--- src/rtl/lfsr_sequencer.sv ---
`default_nettype none
// ============================================================================
//  Module   : lfsr_sequencer
//  Purpose  : Owns and sequences a Galois LFSR (default x^4+x+1). A start
//             request in IDLE loads a seed and a step count. The LFSR then
//             advances once per un-held cycle until the count is used up.
//             Each new value is flagged, and so are period wrap and
//             completion.
//  Ports    : clk      - system clock, rising edge
//             reset    - synchronous, active-high reset
//             start    - run request, sampled only in IDLE
//             seed     - initial LFSR value, latched on accepted start
//             steps    - number of advances for the run
//             hold     - freezes LFSR and counter while in RUN
//             q        - current LFSR value (registered)
//             valid    - pulse: q holds a newly advanced value
//             wrap     - pulse with valid when q equals the latched seed
//             busy     - high while in RUN
//             done     - one-cycle pulse in DONE
//             seed_err - pulse the cycle after a zero seed was replaced
//  Options  : LFSR_ZERO_GUARD_EN - when defined, a zero seed is replaced by
//             1 and seed_err pulses; otherwise seed_err is tied low.
//  Revision : 1.0 - initial release
// ============================================================================
module lfsr_sequencer #(
    parameter int                 WIDTH = 4,
    parameter logic [WIDTH-1:0]   TAPS  = 'b0011,
    parameter int                 CNT_W = 8
) (
    input  logic             clk,
    input  logic             reset,
    input  logic             start,
    input  logic [WIDTH-1:0] seed,
    input  logic [CNT_W-1:0] steps,
    input  logic             hold,
    output logic [WIDTH-1:0] q,
    output logic             valid,
    output logic             wrap,
    output logic             busy,
    output logic             done,
    output logic             seed_err
);

    localparam logic [WIDTH-1:0] c_ONE     = {{(WIDTH-1){1'b0}}, 1'b1};
    localparam logic [CNT_W-1:0] c_CNT_ONE = {{(CNT_W-1){1'b0}}, 1'b1};

    typedef enum logic [1:0] {
        S_IDLE = 2'd0,
        S_RUN  = 2'd1,
        S_DONE = 2'd2
    } state_t;

    state_t           r_state;
    logic [WIDTH-1:0] r_q;
    logic [WIDTH-1:0] r_seed;
    logic [CNT_W-1:0] r_remaining;
    logic             r_valid;
    logic             r_wrap;

    logic [WIDTH-1:0] w_next;
    logic [WIDTH-1:0] w_load_value;
    logic             w_accept;

    // Galois step: shift left and fold the taps back in when the MSB leaves.
    assign w_next   = {r_q[WIDTH-2:0], 1'b0} ^ (r_q[WIDTH-1] ? TAPS : '0);
    assign w_accept = (r_state == S_IDLE) && start;

`ifdef LFSR_ZERO_GUARD_EN
    logic w_seed_is_zero;
    logic r_seed_err;

    // An all-zero seed would lock the LFSR, so substitute the reset value.
    assign w_seed_is_zero = (seed == '0);
    assign w_load_value   = w_seed_is_zero ? c_ONE : seed;
    assign seed_err       = r_seed_err;

    always_ff @(posedge clk) begin
        if (reset) begin
            r_seed_err <= 1'b0;
        end else begin
            r_seed_err <= w_accept && w_seed_is_zero;
        end
    end
`else
    assign w_load_value = seed;
    assign seed_err     = 1'b0;
`endif

    always_ff @(posedge clk) begin
        if (reset) begin
            r_state     <= S_IDLE;
            r_q         <= c_ONE;
            r_seed      <= c_ONE;
            r_remaining <= '0;
            r_valid     <= 1'b0;
            r_wrap      <= 1'b0;
        end else begin
            // Pulses are cleared unless an advance happens this cycle.
            r_valid <= 1'b0;
            r_wrap  <= 1'b0;
            case (r_state)
                S_IDLE: begin
                    if (start) begin
                        r_q         <= w_load_value;
                        r_seed      <= w_load_value;
                        r_remaining <= steps;
                        r_state     <= (steps == '0) ? S_DONE : S_RUN;
                    end
                end
                S_RUN: begin
                    if (!hold) begin
                        r_q         <= w_next;
                        r_valid     <= 1'b1;
                        r_wrap      <= (w_next == r_seed);
                        // Saturating decrement; RUN is never entered with zero.
                        if (r_remaining != '0) begin
                            r_remaining <= r_remaining - c_CNT_ONE;
                        end
                        if (r_remaining <= c_CNT_ONE) begin
                            r_state <= S_DONE;
                        end
                    end
                end
                S_DONE: begin
                    r_state <= S_IDLE;
                end
                default: begin
                    r_state <= S_IDLE;
                end
            endcase
        end
    end

    assign q     = r_q;
    assign valid = r_valid;
    assign wrap  = r_wrap;
    assign busy  = (r_state == S_RUN);
    assign done  = (r_state == S_DONE);

endmodule
`default_nettype wire

--- config.mk ---
export PLATFORM = sky130hd
export DESIGN_NAME = lfsr_sequencer
export DESIGN_NICKNAME = d
export VERILOG_FILES = /design/src/rtl/lfsr_sequencer.sv
export SDC_FILE = /design/constraint.sdc
export NUM_CORES = 1
export LEC_CHECK = 0
export CORE_MARGIN = 5
export CORE_UTILIZATION = 53
export DETAILED_ROUTE_END_ITERATION = 12
export PLACE_DENSITY = 0.83
export SYNTH_ARGS = -nofsm -noshare
export SYNTH_HDL_FRONTEND = slang
export SYNTH_SLANG_ARGS = --single-unit
--- constraint.sdc ---
create_clock -name clk -period 4.9 [get_ports clk]
set_clock_uncertainty 0.2 [all_clocks]
set_input_delay 0.735 -clock clk [delete_from_list [all_inputs] [get_ports clk]]
set_output_delay 0.735 -clock clk [all_outputs]
set_load 0.1 [all_outputs]
### After elaboration in Yosys (flattened, before gate mapping)

Index checks and enable logic that the tools add are counted.

* $add $sub $neg: 1
* multipliers: 0
* div/mod/pow operators: 0
* magnitude comparators: 1
* equal/unequal tests: 7
* shift-type cells: 0
* muxes and demuxes: 14
* bitwise gates (word level): 2
* reduce and logical (&&, ||, !) cells: 10

Operators with widths (number)
* two-way mux 8 bit: 3
* case mux 8 bit (2 select lines): 1
* two-way mux 2 bit: 5
* <= comparator 8 x 1 -> 1 bit (second input constant): 1
* logical NOT 8 bit: 1
* two-way mux 4 bit: 2
* case mux 4 bit (2 select lines): 1
* nonzero test 8 bit: 1
* subtractor 8 x 1 -> 8 bit (second input constant): 1
* AND reduction 3 bit: 2
* equality test 4 bit: 1
* != test 2 x 1 -> 1 bit (second input constant): 2
* != test 2 bit (second input constant): 2
* case mux 2 bit (2 select lines): 1
* AND reduction 4 bit: 1
* XOR 4 x 2 -> 4 bit: 1
* OR reduction 3 bit: 1
* equality test 2 x 1 -> 1 bit (second input constant): 1
* equality test 2 bit (second input constant): 1
* logical NOT 2 bit: 1
* AND reduction 2 bit: 1
* nonzero test 2 bit: 1
* OR reduction 2 bit: 1
* two-way mux 1 bit: 1
* inverter 1 bit: 1

* bits in registers: 20
* latch bits: 0
* bits in writable memories: 0
* bits in read-only memories: 0
* input port bits: 16
* output and inout bits: 9
* logic and storage cells: 41
* memories: 0

### Depth between registers and ports, before layout

* depth in word-level cells: 4
* mapped depth: 7
* gate-level depth less buffers: 6

### Worst setup path after synthesis

OpenSTA, ideal clock, no wires.

* path type: reg-to-output
* start point: reg r_state[1]
* end point: out done
* arrival: 1.813 ns
* required time: 3.965 ns
* path slack: 2.152 ns
* cell stages (with the launch flop): 3
* path buffers: 1
* cells stage by stage: dfxtp_1 > buf_2 > nor2b_1

* word-level cells in the longest chain between the ends: 1

RTL lines
* start, declared: line 53 `state_t r_state;`
* start signal, assigned: line 107 `r_state <= (steps == '0) ? S_DONE : S_RUN;`
* equality test 2 bit: line 138 `assign done = (r_state == S_DONE);`
* end, declared: line 40 `output logic done,`

Every way passes these cells.

### Worst setup path in the final report

* start point: reg r_state[0]
* end point: out busy

* word-level cells in the longest chain between the ends: 1

RTL lines
* equality test 2 x 1 -> 1 bit: line 137 `assign busy = (r_state == S_RUN);`
* end, declared: line 39 `output logic busy,`

Every way passes these cells.

==> out/qor.csv <==
metric,value,unit
status,"complete, no violations",
ys async rst share,0,%
largest net degree at the start of global routing,24,
dominant synthesized flop cell,dfxtp_1,
WP data required,3960,ps
post-route cell area,0.00143,mm²
HP Start,r_seed[0],
Hold Crit Class,reg -> reg,
CP endpoint kind,primary output,
first-pass GRT wire length,4710,µm
Site Rows,17,
total of max-cap violations,0,
final setup fails,0,
Slew Limit Fails,0,
diode count,0,
placeable core region,0.00215,mm²
crit path time final,3820,ps
hold-fix buffers at CTS,0,
cell count after synthesis,139,
DR iter-0 viols,18,
Total Wirelength,2890,µm
crit path kind,reg -> out,
postcts setup bufs,0,
H-tree levels,1,
number of global-route vias before repair,1031,
slew of the pin with the lowest slew margin,966,ps
area of the multi-input gates,693,µm²
DP HPWL,2100,µm
vias per cell,6.14,
Finished Layout Cells,185,
Post-DP Area,0.00138,mm²
CP Max Fanout,23,
synth cell count leaders,"20 x dfxtp_1, 18 x nor2_1, 13 x nand2_1",
die area,0.00322,mm²
via count,1136,
synthesized net count,157,
total track usage,18.6,%
CTS tree,yes,
most common cell in the netlist,dfxtp_1,
Total Power,0.615,mW
layout cells sized above 1,8.92,%
Post-route DRC,0,
clk_lat worst skew,310,ps
post-synth top area cell,dfxtp_1,
PwrDens,430,mW/mm²
DR WL/cell,15.6,µm
PortBufs,23,
synthesized area per cell,8.34,µm²
Synth-to-Final Area Change,23.3,%
Chip Width,56.8,µm
Tcrit/Tclk final,77.9,%
top-area cell type share of the netlist area,34.5,%
CTS Buffer Depth,2,
Nets,176,
cell count after placement,181,
fillers,186,
Sequential Area,400,µm²
FMAX,262,MHz
Ys Warns,0,
clock sink total,20,
mapped cell area,0.00116,mm²
clk slew on worst S/H paths,120,ps
CTS root buf,clkbuf_4,
Lkg Pwr,0.524,nW
Antenna Nets Post-Route,0,
ranking of synthesized cells by area,"dfxtp_1 35%, nor2_1 5.8%, mux2i_1 4.3%",
sequential fraction of the synthesis area,34.5,%
height of the die,56.8,µm
setup tns final,0,ps
CP Launch Type,register,
RSZ-0062 raised after global routing,false,
total congestion overflow,0,
post-synthesis cell type count,44,
Slew headroom,35.4,%
final hold vios,0,
Critical Path Start,r_state[0],
"EDFF count, synth",0,
initial core utilization,54.0,%
Yosys reg bits,20,
post-cts resize count,0,
Crit path arrival time,2880,ps
total CTS buffers,3,
Peak VDD IR,0.220,mV
initial antenna violation count,0,
RePlAce Congestion,0.904,
Ports,25,
worst flop-to-flop path startpoint,r_state[1],
First-pass DRT Iterations,6,
[layout make-up]
class	count	share of cell area, %
clock buffers	3	1.57
flip-flops and latches	20	28.0
repair buffers	23	16.1
multi-input cells	105	48.5
well taps	28	2.45
inverters	5	1.31
clock inverters	1	2.10
[per-layer routing]
layer / share of wire [%] / vias up / GRT usage, % / wire length, µm
li1: - / 547 / - / -
met2: 48 / 33 / 30.5 / 1390
met4: 1.9 / 0 / 9.27 / 54
met5: 0 / - / 0 / 0
met1: 44 / 549 / 23.3 / 1280
met3: 5.5 / 7 / 2.99 / 159
[logic make-up (layout without fill, tap and decap cells)]
family	after synthesis	in the layout	share of synthesized area, %
AO/OA/AOI/OAI	33	33	22.3
adder cells (fa/ha/maj)	2	2	2.16
other	1	1	0.323
AND/OR/NAND/NOR	60	60	27.6
multiplexers	5	5	4.32
flip-flops	20	20	34.5
buffers and inverters	14	32	5.72
XOR/XNOR	4	4	3.02
[through the flow]
stage          util, %  hold WS, ps  worst slack [ps]
2_1_floorplan        -          247              2150
3_3_place_gp      64.1          263              1540
3_5_place_dp      64.1          283              1450
4_1_cts           66.6          300              1100
5_1_grt           66.6          327               937
6_report          66.6          304              1080
[sequential cells by signal (all words and copies together) (netlist names)]
| name | flops |
|---|---|
| r_seed | 4 |
| wrap | 1 |
| r_remaining | 8 |
| valid | 1 |
| r_state | 2 |
| q | 4 |
[critical path, stage by stage, from the launching register on]
cell	delay, ps
dfxtp_1	530
nand2b_1	510
inv_2	340
clkdlybuf4s50_1	1180
[placed cells by master, fill, tap and decap left out, types with 2 or more instances in the layout]
cell	n
nand3_1	2
o32ai_1	5
nor3_1	10
a21oi_1	8
xnor2_1	3
dfxtp_1	20
nor2_1	18
a32oi_1	2
o211ai_1	3
nand2b_1	3
a311oi_1	2
nand2_1	13
a31oi_1	2
nor4_1	4
mux2i_1	5
clkbuf_4	3
inv_1	4
and3_1	2
ha_1	2
clkdlybuf4s50_1	23
[report_power, final]
group,switching [mW],internal (mW)
Clock,0.0569,0.0827
Sequential,0.0317,0.186
Combinational,0.165,0.0928
[path summary, 6_finish.rpt]
kind	to	slack (ps)	depth (start not counted)
worst max-delay path	busy	1080	3
worst min-delay path	wrap	300	2
worst max register to register	r_remaining[0]	2710	4
worst min register to register	wrap	300	2
Power figures use the tool's default switching activity.
